==> src/rtl/id_alu_issue_pkg.sv <==
// Shared RV32I ALU-issue definitions: opcodes, ALU op encodings (shared with
// the EX-stage ALU) and immediate helpers.
package id_alu_issue_pkg;

  localparam int XLEN    = 32;
  localparam int IMM_I_W = 12;
  localparam int IMM_U_W = 20;

  localparam logic [6:0] OPC_OP     = 7'b0110011;
  localparam logic [6:0] OPC_OP_IMM = 7'b0010011;
  localparam logic [6:0] OPC_LUI    = 7'b0110111;
  localparam logic [6:0] OPC_AUIPC  = 7'b0010111;

  localparam logic [6:0] F7_BASE = 7'b0000000;
  localparam logic [6:0] F7_ALT  = 7'b0100000;

  typedef enum logic [3:0] {
    ALU_ADD  = 4'd0,
    ALU_SUB  = 4'd1,
    ALU_SLL  = 4'd2,
    ALU_SLT  = 4'd3,
    ALU_SLTU = 4'd4,
    ALU_XOR  = 4'd5,
    ALU_SRL  = 4'd6,
    ALU_SRA  = 4'd7,
    ALU_OR   = 4'd8,
    ALU_AND  = 4'd9
  } alu_op_e;

  function automatic logic [XLEN-1:0] imm_i(input logic [XLEN-1:0] instr);
    return {{(XLEN-IMM_I_W){instr[31]}}, instr[31:20]};
  endfunction

  function automatic logic [XLEN-1:0] imm_u(input logic [XLEN-1:0] instr);
    return {instr[31:12], {(XLEN-IMM_U_W){1'b0}}};
  endfunction

endpackage

==> src/rtl/id_alu_issue_if.sv <==
// Decode-to-EX ALU control bundle: fetch input, regfile read port and the
// registered ID/EX outputs. master = decode stage, slave = its environment.
interface id_alu_issue_if;
  import id_alu_issue_pkg::*;

  // Handshake: an instruction moves from IF into ID/EX on a rising clk edge
  // when if_valid && id_ready && !ex_flush; with ex_stall high and ex_valid
  // high the ID/EX register holds and id_ready is low.
  logic            if_valid;
  logic [XLEN-1:0] if_instr;
  logic [XLEN-1:0] if_pc;
  logic            id_ready;
  logic [4:0]      rs1_addr;
  logic [4:0]      rs2_addr;
  logic [XLEN-1:0] rs1_rdata;
  logic [XLEN-1:0] rs2_rdata;
  logic            ex_stall;
  logic            ex_flush;
  logic            ex_valid;
  logic            ex_alu_class;
  logic [3:0]      ex_alu_op;
  logic [XLEN-1:0] ex_alu_oprand_0;
  logic [XLEN-1:0] ex_alu_oprand_1;
  logic [4:0]      ex_rd;
  logic            ex_rd_wen;
  logic            ex_illegal;
  logic [XLEN-1:0] ex_pc;

  modport master (
    input  if_valid, if_instr, if_pc, rs1_rdata, rs2_rdata, ex_stall, ex_flush,
    output id_ready, rs1_addr, rs2_addr, ex_valid, ex_alu_class, ex_alu_op,
           ex_alu_oprand_0, ex_alu_oprand_1, ex_rd, ex_rd_wen, ex_illegal, ex_pc
  );

  modport slave (
    output if_valid, if_instr, if_pc, rs1_rdata, rs2_rdata, ex_stall, ex_flush,
    input  id_ready, rs1_addr, rs2_addr, ex_valid, ex_alu_class, ex_alu_op,
           ex_alu_oprand_0, ex_alu_oprand_1, ex_rd, ex_rd_wen, ex_illegal, ex_pc
  );

endinterface

==> src/rtl/id_alu_issue_alu_decode.sv <==
// Combinational decode of one RV32I word into ALU op, operands and
// writeback control for the OP / OP-IMM / LUI / AUIPC classes.
module id_alu_issue_alu_decode
  import id_alu_issue_pkg::*;
#(
  parameter int DATA_WIDTH = 32
) (
  input  logic [DATA_WIDTH-1:0] i_instr,
  input  logic [DATA_WIDTH-1:0] i_pc,
  input  logic [DATA_WIDTH-1:0] i_rs1_rdata,
  input  logic [DATA_WIDTH-1:0] i_rs2_rdata,
  output logic                  o_alu_class,
  output alu_op_e               o_alu_op,
  output logic [DATA_WIDTH-1:0] o_oprand_0,
  output logic [DATA_WIDTH-1:0] o_oprand_1,
  output logic                  o_rd_wen,
  output logic                  o_illegal
);

  logic [6:0] w_opcode;
  logic [6:0] w_funct7;
  logic [2:0] w_funct3;
  logic [4:0] w_rd;
  logic       w_is_op;
  logic       w_is_op_imm;
  logic       w_is_alt;
  logic       w_illegal;
  alu_op_e    w_f3_op;

  assign w_opcode    = i_instr[6:0];
  assign w_rd        = i_instr[11:7];
  assign w_funct3    = i_instr[14:12];
  assign w_funct7    = i_instr[31:25];
  assign w_is_op     = (w_opcode == OPC_OP);
  assign w_is_op_imm = (w_opcode == OPC_OP_IMM);
  assign w_is_alt    = (w_funct7 == F7_ALT);

  always_comb begin
    w_f3_op = ALU_ADD;
    case (w_funct3)
      3'b000: if (w_is_op && w_is_alt) w_f3_op = ALU_SUB;
              else                     w_f3_op = ALU_ADD;
      3'b001: w_f3_op = ALU_SLL;
      3'b010: w_f3_op = ALU_SLT;
      3'b011: w_f3_op = ALU_SLTU;
      3'b100: w_f3_op = ALU_XOR;
      3'b101: if (w_is_alt) w_f3_op = ALU_SRA;
              else          w_f3_op = ALU_SRL;
      3'b110: w_f3_op = ALU_OR;
      default: w_f3_op = ALU_AND;
    endcase
  end

  // Only the alternate funct7 on ADD/SUB and SRL/SRA escapes the base encoding.
  always_comb begin
    w_illegal = 1'b0;
    if (w_is_op) begin
      w_illegal = !((w_funct7 == F7_BASE) ||
                    (w_is_alt && ((w_funct3 == 3'b000) || (w_funct3 == 3'b101))));
    end else if (w_is_op_imm) begin
      w_illegal = ((w_funct3 == 3'b001) && (w_funct7 != F7_BASE)) ||
                  ((w_funct3 == 3'b101) && (w_funct7 != F7_BASE) && !w_is_alt);
    end
  end

  always_comb begin
    o_alu_class = 1'b0;
    o_alu_op    = ALU_ADD;
    o_oprand_0  = i_rs1_rdata;
    o_oprand_1  = i_rs2_rdata;
    case (w_opcode)
      OPC_OP: begin
        o_alu_class = 1'b1;
        o_alu_op    = w_f3_op;
      end
      OPC_OP_IMM: begin
        o_alu_class = 1'b1;
        o_alu_op    = w_f3_op;
        o_oprand_1  = imm_i(i_instr);
      end
      OPC_LUI: begin
        o_alu_class = 1'b1;
        o_oprand_0  = '0;
        o_oprand_1  = imm_u(i_instr);
      end
      OPC_AUIPC: begin
        o_alu_class = 1'b1;
        o_oprand_0  = i_pc;
        o_oprand_1  = imm_u(i_instr);
      end
      default: ;
    endcase
    if (w_illegal) o_alu_op = ALU_AND;
    o_illegal = w_illegal;
    o_rd_wen  = o_alu_class && !w_illegal && (w_rd != 5'd0);
  end

endmodule

==> src/rtl/id_alu_issue.sv <==
// ID stage ALU issue: decodes the fetched word and registers it into the
// ID/EX pipeline register with stall/flush control.
module id_alu_issue
  import id_alu_issue_pkg::*;
#(
  parameter int          DATA_WIDTH = 32,
  parameter logic [31:0] RESET_PC   = 32'h0
) (
  input  logic          clk,
  input  logic          rst_b,
  id_alu_issue_if.master bus
);

  logic                  w_advance;
  logic                  w_alu_class;
  alu_op_e               w_alu_op;
  logic [DATA_WIDTH-1:0] w_oprand_0;
  logic [DATA_WIDTH-1:0] w_oprand_1;
  logic                  w_rd_wen;
  logic                  w_illegal;

  logic                  r_valid;
  logic                  r_alu_class;
  alu_op_e               r_alu_op;
  logic [DATA_WIDTH-1:0] r_oprand_0;
  logic [DATA_WIDTH-1:0] r_oprand_1;
  logic [4:0]            r_rd;
  logic                  r_rd_wen;
  logic                  r_illegal;
  logic [DATA_WIDTH-1:0] r_pc;

  assign bus.rs1_addr = bus.if_instr[19:15];
  assign bus.rs2_addr = bus.if_instr[24:20];
  assign w_advance    = !bus.ex_stall || !r_valid;
  assign bus.id_ready = w_advance;

  id_alu_issue_alu_decode #(.DATA_WIDTH(DATA_WIDTH)) u_alu_decode (
    .i_instr     (bus.if_instr),
    .i_pc        (bus.if_pc),
    .i_rs1_rdata (bus.rs1_rdata),
    .i_rs2_rdata (bus.rs2_rdata),
    .o_alu_class (w_alu_class),
    .o_alu_op    (w_alu_op),
    .o_oprand_0  (w_oprand_0),
    .o_oprand_1  (w_oprand_1),
    .o_rd_wen    (w_rd_wen),
    .o_illegal   (w_illegal)
  );

  // Flush beats stall: a killed slot never lingers as a stalled valid entry.
  always_ff @(posedge clk or negedge rst_b) begin
    if (!rst_b)             r_valid <= 1'b0;
    else if (bus.ex_flush)  r_valid <= 1'b0;
    else if (w_advance)     r_valid <= bus.if_valid;
  end

  // Payload follows advance only; its value is meaningless whenever r_valid=0.
  always_ff @(posedge clk or negedge rst_b) begin
    if (!rst_b) begin
      r_alu_class <= 1'b0;
      r_alu_op    <= ALU_ADD;
      r_oprand_0  <= '0;
      r_oprand_1  <= '0;
      r_rd        <= 5'd0;
      r_rd_wen    <= 1'b0;
      r_illegal   <= 1'b0;
      r_pc        <= RESET_PC;
    end else if (w_advance) begin
      r_alu_class <= w_alu_class;
      r_alu_op    <= w_alu_op;
      r_oprand_0  <= w_oprand_0;
      r_oprand_1  <= w_oprand_1;
      r_rd        <= bus.if_instr[11:7];
      r_rd_wen    <= w_rd_wen;
      r_illegal   <= w_illegal;
      r_pc        <= bus.if_pc;
    end
  end

  assign bus.ex_valid        = r_valid;
  assign bus.ex_alu_class    = r_alu_class;
  assign bus.ex_alu_op       = r_alu_op;
  assign bus.ex_alu_oprand_0 = r_oprand_0;
  assign bus.ex_alu_oprand_1 = r_oprand_1;
  assign bus.ex_rd           = r_rd;
  assign bus.ex_rd_wen       = r_rd_wen;
  assign bus.ex_illegal      = r_illegal;
  assign bus.ex_pc           = r_pc;

endmodule

==> src/flat_wrapper.sv <==
// flat-port wrapper written by rule: the top's interface ports become plain ports
module id_alu_issue_flat import id_alu_issue_pkg::*;
#(
  parameter int          DATA_WIDTH = 32,
  parameter logic [31:0] RESET_PC   = 32'h0
)
  (clk, rst_b, bus_if_valid, bus_if_instr, bus_if_pc, bus_rs1_rdata, bus_rs2_rdata, bus_ex_stall, bus_ex_flush, bus_id_ready, bus_rs1_addr, bus_rs2_addr, bus_ex_valid, bus_ex_alu_class, bus_ex_alu_op, bus_ex_alu_oprand_0, bus_ex_alu_oprand_1, bus_ex_rd, bus_ex_rd_wen, bus_ex_illegal, bus_ex_pc);
  id_alu_issue_if bus_i ();
  input  logic clk;
  input  logic rst_b;
  input wire logic [$bits(bus_i.if_valid)-1:0] bus_if_valid;
  input wire logic [$bits(bus_i.if_instr)-1:0] bus_if_instr;
  input wire logic [$bits(bus_i.if_pc)-1:0] bus_if_pc;
  input wire logic [$bits(bus_i.rs1_rdata)-1:0] bus_rs1_rdata;
  input wire logic [$bits(bus_i.rs2_rdata)-1:0] bus_rs2_rdata;
  input wire logic [$bits(bus_i.ex_stall)-1:0] bus_ex_stall;
  input wire logic [$bits(bus_i.ex_flush)-1:0] bus_ex_flush;
  output wire logic [$bits(bus_i.id_ready)-1:0] bus_id_ready;
  output wire logic [$bits(bus_i.rs1_addr)-1:0] bus_rs1_addr;
  output wire logic [$bits(bus_i.rs2_addr)-1:0] bus_rs2_addr;
  output wire logic [$bits(bus_i.ex_valid)-1:0] bus_ex_valid;
  output wire logic [$bits(bus_i.ex_alu_class)-1:0] bus_ex_alu_class;
  output wire logic [$bits(bus_i.ex_alu_op)-1:0] bus_ex_alu_op;
  output wire logic [$bits(bus_i.ex_alu_oprand_0)-1:0] bus_ex_alu_oprand_0;
  output wire logic [$bits(bus_i.ex_alu_oprand_1)-1:0] bus_ex_alu_oprand_1;
  output wire logic [$bits(bus_i.ex_rd)-1:0] bus_ex_rd;
  output wire logic [$bits(bus_i.ex_rd_wen)-1:0] bus_ex_rd_wen;
  output wire logic [$bits(bus_i.ex_illegal)-1:0] bus_ex_illegal;
  output wire logic [$bits(bus_i.ex_pc)-1:0] bus_ex_pc;
  assign bus_i.if_valid = bus_if_valid;
  assign bus_i.if_instr = bus_if_instr;
  assign bus_i.if_pc = bus_if_pc;
  assign bus_i.rs1_rdata = bus_rs1_rdata;
  assign bus_i.rs2_rdata = bus_rs2_rdata;
  assign bus_i.ex_stall = bus_ex_stall;
  assign bus_i.ex_flush = bus_ex_flush;
  assign bus_id_ready = bus_i.id_ready;
  assign bus_rs1_addr = bus_i.rs1_addr;
  assign bus_rs2_addr = bus_i.rs2_addr;
  assign bus_ex_valid = bus_i.ex_valid;
  assign bus_ex_alu_class = bus_i.ex_alu_class;
  assign bus_ex_alu_op = bus_i.ex_alu_op;
  assign bus_ex_alu_oprand_0 = bus_i.ex_alu_oprand_0;
  assign bus_ex_alu_oprand_1 = bus_i.ex_alu_oprand_1;
  assign bus_ex_rd = bus_i.ex_rd;
  assign bus_ex_rd_wen = bus_i.ex_rd_wen;
  assign bus_ex_illegal = bus_i.ex_illegal;
  assign bus_ex_pc = bus_i.ex_pc;
  id_alu_issue #(.DATA_WIDTH(DATA_WIDTH), .RESET_PC(RESET_PC)) u_core (.clk(clk), .rst_b(rst_b), .bus(bus_i));
endmodule
==> config.mk <==
export PLATFORM = sky130hd
export DESIGN_NAME = id_alu_issue_flat
export DESIGN_NICKNAME = d
export VERILOG_FILES = /design/src/rtl/id_alu_issue_pkg.sv /design/src/rtl/id_alu_issue_if.sv /design/src/rtl/id_alu_issue_alu_decode.sv /design/src/rtl/id_alu_issue.sv /design/src/flat_wrapper.sv
export SDC_FILE = /design/constraint.sdc
export NUM_CORES = 1
export LEC_CHECK = 0
export ABC_AREA = 1
export CAP_MARGIN = 25
export CELL_PAD_IN_SITES_DETAIL_PLACEMENT = 1
export CELL_PAD_IN_SITES_GLOBAL_PLACEMENT = 1
export CORE_MARGIN = 3
export CORE_UTILIZATION = 31
export DETAILED_ROUTE_END_ITERATION = 12
export GPL_TIMING_DRIVEN = 0
export PLACE_DENSITY_LB_ADDON = 0.08
export SETUP_SLACK_MARGIN = 0.3
export SLEW_MARGIN = 10
export SYNTH_ARGS = -nofsm -noshare
export SYNTH_HDL_FRONTEND = slang
export SYNTH_HIERARCHICAL = 1
export SYNTH_SLANG_ARGS = --single-unit
export TNS_END_PERCENT = 10
==> constraint.sdc <==
create_clock -name clk -period 3.1 [get_ports clk]
set_clock_uncertainty 0.2 [all_clocks]
set_input_delay 0.31 -clock clk [delete_from_list [all_inputs] [get_ports clk]]
set_output_delay 0.31 -clock clk [all_outputs]
set_load 0.005 [all_outputs]
==> summary.md, run 1 <==
| Metric | Value |
|---|---|
| Sequential Area | `~2700 um^2` |
| CP endpoint kind | `output pin` |
| Post-Syn Area | `5500 um^2` |
| Worst path slowest cell | `clkdlybuf4s50_1` |
| Num rows | `48` |
| Post-Synthesis Mean Instance Area | `between 7 and 8 um^2` |
| Drt pass-1 iters | `4` |
| Initial antenna violation count | `0` |
| Antenna Nets Post-Route | `0` |
| Distinct cells, synth | `21` |
| Post-DP HPWL | `16400 um` |
| Diodes inserted | `0` |
| Max Fclk | `between 400 and 500 MHz` |
| Cell Pwr Density | `roughly 420 nW/um^2` |
| Die Ht | `about 140 um` |
| Total GRT Usage | `0.228` |
| Layout cells sized above 1 | `0.0723` |
| Total gr overflow | `0` |
| Sequential cell area fraction in the yosys report | `0.496` |
| TritonCTS clock tree | `done` |
| Cts bufs inserted | `9` |
| Hold Crit Class | `input pin to asynchronous set/reset pin` |
| Max clock buf depth | `2` |
| Final setup vio count | `0` |
| Maximum VDD drop | `0.000267 V` |
| Final non-filler cell total | `1193` |
| Final worst-path cycle share | `0.761` |
| YS warnings | `6` |
| R2R Setup Slk | `1.53 ns` |
| Clk slew on worst S/H paths | `0.08 ns` |
| Worst Hold Slack | `0.185 ns` |
| Wirelength, routed | `22000 um` |
| Placed instance count | `1177` |
| Pin count of the biggest net entering global routing | `83` |
| Starting Density | `0.317` |
| Die area | `between 15000 and 20000 um^2` |
| Crit-path max FO | `10` |
| Boundary pin count | `about 250` |
| Clock Tree Root | `clkbuf_16` |
| Post-synthesis async set-or-reset flop share | `1.00` |
| Multi-input logic area | `between 2000 and 2500 um^2` |
| Slowest stage delay, CP | `0.55 ns` |
| WP data arrival | `~1.9 ns` |
| Slew margin rel. | `0.526` |
| CP Launch Type | `flip-flop` |
| Die Wd | `roughly 140 um` |
| Vias/cell | `slightly below 5` |
| Vias in the first global route | `between 6000 and 7000` |
| Synth-to-Final Area Change | `56.8%` |
| Yosys reg bits | `about 110` |
| Cells after Synth | `700` |
| Routability congestion estimate | `0.765` |
| Leak | `4.15 nW` |
| RSZ-0062 raised after global routing | `no` |
| CP cell instances | `nand2_2 > buf_2 > clkdlybuf4s50_1` |
| Initial detailed-routing violation count | `301` |
| Wirelength per Cell | `18.5 um` |
| Fin nets | `1097` |
| Post-synth top flop | `dfrtp_1` |
| Post CTS Setup Buffer Count | `0` |
| First-pass GRT wire length | `35100 um` |
| Clock period minus worst slack | `2.36 ns` |
| Port bufs | `251` |
| Core ar. | `17400 um^2` |
| Fillers | `2116` |
| DRC | `0` |
| Slew Viols, Final | `0` |
| Clk_lat worst skew | `0.36 ns` |
| Post-synth EDFFs | `0` |
| Max-cap viol count | `0` |
| Syn Nets | `833` |
| Worst Max-Slew Pin Slew | `0.711 ns` |
| CTS sink cnt | `109` |
| Final hold vios | `0` |
| H-Tree Level Count | `3` |
| DR vias | `roughly 5700` |
| Outcome | `finished clean` |
| WP data required | `2.59 ns` |
| Critical path type | `flip-flop to output pin` |
## synth_stat cells (2+ instances only)
cell,n,area [um^2]
dfrtp_1,109,2730
nand3_1,135,676
nand2_1,311,1170
clkbuf_1,14,52.6
inv_1,15,56.3
buf_1,5,18.8
nand2_2,4,25.0
o21ai_0,4,20.0
inv_2,4,15.0
buf_4,17,128
a32o_1,32,320
buf_2,21,105
nor2_2,2,12.5
o21ai_1,2,10.0
buf_6,4,45.0
a21oi_1,4,20.0
nor3_1,3,15.0
nor2_1,11,41.3
## layer usage
metal  vias to the layer above  GRT usage  routed length [um]
met5                         -          0                   0
met4                         0     0.0525                 306
met1                      2724      0.307                9900
met2                       169      0.366               10200
met3                        17     0.0683                1640
li1                       2819          -                   -
## registers in the layout (all words and copies together) (netlist names)
| signal | count |
|---|---|
| u_core/bus.ex_illegal | 1 |
| u_core/bus.ex_rd_wen | 1 |
| u_core/bus.ex_alu_oprand_1 | 32 |
| u_core/bus.ex_valid | 1 |
| u_core/bus.ex_rd | 5 |
| u_core/bus.ex_alu_oprand_0 | 32 |
| u_core/bus.ex_alu_op | 4 |
| u_core/bus.ex_pc | 32 |
| u_core/bus.ex_alu_class | 1 |
## metrics by stage
step                      setup TNS [ns]  cell area, um^2  power [mW]  worst slack (ns)  utilization
final                                  0             8620        3.64             0.742        0.497
after global routing                   0             8620        3.83             0.643        0.497
after detailed placement               0             8320        2.48             0.548        0.479
after floorplan                        0             5500        1.90              1.48            -
after global placement           -333.99             8290        2.47             -3.08        0.478
after CTS                              0             8620        3.70             0.709        0.497
## where the power goes
part / leakage (nW) / switching (mW) / internal [mW]
Sequential: 1.31 / 0.0711 / 1.54
Combinational: 2.71 / 0.363 / 0.478
Clock: 0.131 / 0.563 / 0.627
Total: 4.15 / 0.996 / 2.64
## cells in the final DEF (no fill, tap or decap), types with 2 or more instances in the layout
master / Yosys / final
o21ai_0: 4 / 4
buf_2: 21 / 21
clkdlybuf4s50_1: 0 / 250
nand2_2: 4 / 4
inv_1: 15 / 15
dfrtp_1: 109 / 109
buf_1: 5 / 5
buf_6: 4 / 5
nand3_1: 135 / 135
nand2_1: 311 / 311
inv_2: 4 / 4
clkinvlp_4: 0 / 3
nor2_2: 2 / 2
a21oi_1: 4 / 4
nor3_1: 3 / 3
clkbuf_1: 14 / 15
clkbuf_16: 0 / 9
nor2_1: 11 / 11
o21ai_1: 2 / 2
buf_4: 17 / 17
a32o_1: 32 / 32
## final cells by class
cell class,count,share of cell area
clock buffers,10,0.0266
multi-input cells,511,0.273
repair buffers,253,0.296
well taps,225,0.0327
plain buffers,61,0.0405
flip-flops and latches,109,0.316
inverters,19,0.00827
clock inverters,5,0.00711
## logic make-up after synthesis
family,synth area share
simple gates,0.359
compound gates,0.0687
buf+inv,0.0764
flops,0.496
## critical path: cells and delay by family, from the launching register on
| family | cells | cell delay, ns |
|---|---|---|
| buf+inv | 2 | 0.85 |
| flops | 1 | 0.40 |
| simple gates | 1 | 0.23 |
## repair_timing
action / CTS / global route
hold buffers: 1 / 0
endpoints found under the setup margin: 0 / 0
endpoints found under the hold margin: 27 / 0
resized for setup: 0 / 0
## path summary, 6_finish.rpt
path                                                start                             end  cells past startpoint
max                                   u_core/bus.ex_valid                    bus_id_ready                      3
min                                                 rst_b  u_core/bus.ex_alu_oprand_1[16]                      2
min reg2reg                u_core/bus.ex_alu_oprand_1[16]  u_core/bus.ex_alu_oprand_1[16]                      2
max reg2reg                           u_core/bus.ex_valid  u_core/bus.ex_alu_oprand_0[12]                      5
max in group asynchronous                           rst_b  u_core/bus.ex_alu_oprand_1[31]                      3
min in group clk                         bus_if_instr[14]  u_core/bus.ex_alu_oprand_1[14]                      5
No activity file was read; power rests on OpenSTA's default activity.
==> run 2, diff against run 1 <==
--- a/config.mk
+++ b/config.mk
@@ -10,7 +10,7 @@
 export CELL_PAD_IN_SITES_DETAIL_PLACEMENT = 1
 export CELL_PAD_IN_SITES_GLOBAL_PLACEMENT = 1
 export CORE_MARGIN = 3
-export CORE_UTILIZATION = 31
+export CORE_UTILIZATION = 29
 export DETAILED_ROUTE_END_ITERATION = 12
 export GPL_TIMING_DRIVEN = 0
 export PLACE_DENSITY_LB_ADDON = 0.08
==> constraint.sdc (replaced) <==
create_clock -name clk -period 2.47 [get_ports clk]
set_clock_uncertainty 0.2 [all_clocks]
set_input_delay 0.247 -clock clk [delete_from_list [all_inputs] [get_ports clk]]
set_output_delay 0.247 -clock clk [all_outputs]
set_load 0.005 [all_outputs]
==> summary.md, run 2 (synthesis gave the netlist of run 1 again) <==
| Metric | Value |
|---|---|
| Outcome | `finished clean` |
| Fin nets | `1097 (unchanged)` |
| Layout cells sized above 1 | `0.0774 (+0.00509)` |
| Final worst-path cycle share | `0.859` |
| Core ar. | `18300 um^2 (+5.3%)` |
| Total gr overflow | `0 (unchanged)` |
| Sequential share of power | `0.444 (+0.002)` |
| Most frequent cells in the layout | `nand2_1 (311), clkdlybuf4s50_1 (250), nand3_1 (135)` |
| Metal3 WL | `1450 um (-12%)` |
| Wirelength, routed | `22300 um (+1.1%)` |
| Initial detailed-routing violation count | `227 (-25%)` |
| Post-DP HPWL | `16800 um (+2.1%)` |
| Worst Max-Slew Pin Slew | `0.733 ns (+0.0215 ns)` |
| Crit-path max FO | `10 (unchanged)` |
| Num rows | `49 (+2.1%)` |
| Hold Crit Class | `input pin to asynchronous set/reset pin` |
| Synth-to-Final Area Change | `57.2%` |
| DR vias | `5750 (+0.37%)` |
| Antenna Nets Post-Route | `0 (unchanged)` |
| Vias/cell | `4.80 (about the same)` |
| Clock share of power | `0.323 (-0.004)` |
| First-pass GRT wire length | `34400 um (-2.0%)` |
| Sequential Area | `2730 um^2 (unchanged)` |
| Multi-input logic area | `2360 um^2 (+0.21%)` |
| RSZ-0062 raised after global routing | `yes` |
| Slew margin rel. | `0.511 (-0.0143)` |
| Max clock buf depth | `2 (unchanged)` |
| Clk_lat worst skew | `0.36 ns (about the same)` |
| Commonest non-fill, non-tap cell in the layout | `nand2_1` |
| Worst Hold Slack | `0.126 ns (-0.0587 ns)` |
| CP endpoint kind | `output pin` |
| CP Launch Type | `flip-flop` |
| Met2 Wirelength | `10300 um (+0.83%)` |
| Max-cap viol count | `0 (unchanged)` |
| Maximum VDD drop | `0.000350 V (+31%)` |
| Diodes inserted | `0 (unchanged)` |
| WL met1 | `10200 um (+3.0%)` |
| Initial antenna violation count | `0 (unchanged)` |
| Die Ht | `144 um (+3.2%)` |
| Max Fclk | `472 MHz` |
| Wirelength per Cell | `18.6 um (+0.71%)` |
| Combinational share of power | `0.233 (+0.002)` |
| Top Layer Used | `met4` |
| Final core utilization | `0.473 (-0.0237)` |
| Final setup vio count | `0 (unchanged)` |
| Boundary pin count | `253 (unchanged)` |
| Critical path type | `flip-flop to output pin` |
| Clk slew on worst S/H paths | `0.08 ns (about the same)` |
| Port bufs | `251 (unchanged)` |
| DRC | `0 (unchanged)` |
| Placed cell area | `8330 um^2 (about the same)` |
| Clock period minus worst slack | `2.12 ns` |
| Fillers | `2202 (+4.1%)` |
| WP data arrival | `1.67 ns (-0.18 ns)` |
| Clock Tree Root | `clkbuf_16` |
| TritonCTS clock tree | `done` |
| Routability congestion estimate | `0.776 (+1.5%)` |
| Drt pass-1 iters | `4 (unchanged)` |
| Leak | `4.18 nW (+0.71%)` |
| Starting Density | `0.301 (-0.0158)` |
| Final hold vios | `0 (unchanged)` |
| Die Wd | `144 um (+3.2%)` |
| Post CTS Setup Buffer Count | `0 (unchanged)` |
| Vias in the first global route | `6054 (-2.3%)` |
| Cts bufs inserted | `9 (unchanged)` |
| Switching Power | `1.26 mW (+26%)` |
| H-Tree Level Count | `3 (unchanged)` |
| Internal Power | `3.29 mW (+24%)` |
| Setup TNS | `0 ns (unchanged)` |
| CTS sink cnt | `109 (unchanged)` |
| Pin count of the biggest net entering global routing | `84 (+1.2%)` |
| Switching Fraction | `0.277 (+0.00321)` |
| Cell Pwr Density | `526 nW/um^2 (+25%)` |
| Die area | `20700 um^2 (+6.6%)` |
| Design area | `8640 um^2 (+0.23%)` |
| Total GRT Usage | `0.215 (-0.0131)` |
| WP data required | `2.02 ns (-0.57 ns)` |
| Slew Viols, Final | `0 (unchanged)` |
## run 2: critical path, cell delays in order (launching register included)
cell and delay [ns]:
dfrtp_1 0.42, nand2_4 0.16, buf_4 0.21, clkdlybuf4s50_1 0.52
## run 2: power by group through the flow
stage,sequential [mW],clock (mW),combinational [mW]
4_1_cts,2.02,1.53,1.08
5_1_grt,2.04,1.59,1.17
2_1_floorplan,2.06,0,0.326
6_report,2.02,1.47,1.06
3_5_place_dp,2.05,0,1.07
3_3_place_gp,2.05,0,1.05
## run 2: worst paths after layout
kind	from	end	slack, ns	cells after the start
worst max-delay path	u_core/bus.ex_valid	bus_id_ready	0.35	3
worst min-delay path	rst_b	u_core/bus.ex_alu_oprand_1[18]	0.13	2
worst max register to register	u_core/bus.ex_valid	u_core/bus.ex_alu_oprand_0[4]	0.98	4
worst min register to register	u_core/bus.ex_alu_oprand_1[12]	u_core/bus.ex_alu_oprand_1[12]	0.31	2
max in group asynchronous	rst_b	u_core/bus.ex_pc[31]	1.19	3
min in group clk	bus_if_instr[14]	u_core/bus.ex_alu_op[3]	0.14	5
## run 2: metrics by stage
step                worst slack [ns]  instances  power [mW]
floorplan                      0.909        700        2.38
global placement               -3.70       1180        3.11
detailed placement           -0.0436       1181        3.12
CTS                            0.301       1198        4.63
global route                   0.254       1198        4.80
finish                         0.349       1198        4.55
## run 2: layer usage
layer,vias up,global-route usage
met1,2758,0.297
met4,0,0.0535
li1,2821,-
met3,20,0.0579
met5,-,0
met2,151,0.338
## run 2: cell type report
cell class                      instances  area share
Buffer                                 61      0.0411
Clock buffer                           11      0.0292
Clock inverter                          5     0.00478
Inverter                               19     0.00825
Multi-Input combinational cell        511       0.273
Sequential cell                       109       0.316
Tap cell                              229      0.0332
Timing Repair Buffer                  253       0.295
## run 2: what timing repair did
item | CTS | global route
gates cloned | 0 | 0
pin swaps | 0 | 1
setup endpoints to repair | 1 | 31
endpoints found under the hold margin | 109 | 0
gates resized for setup | 2 | 6
hold buffers | 1 | 0
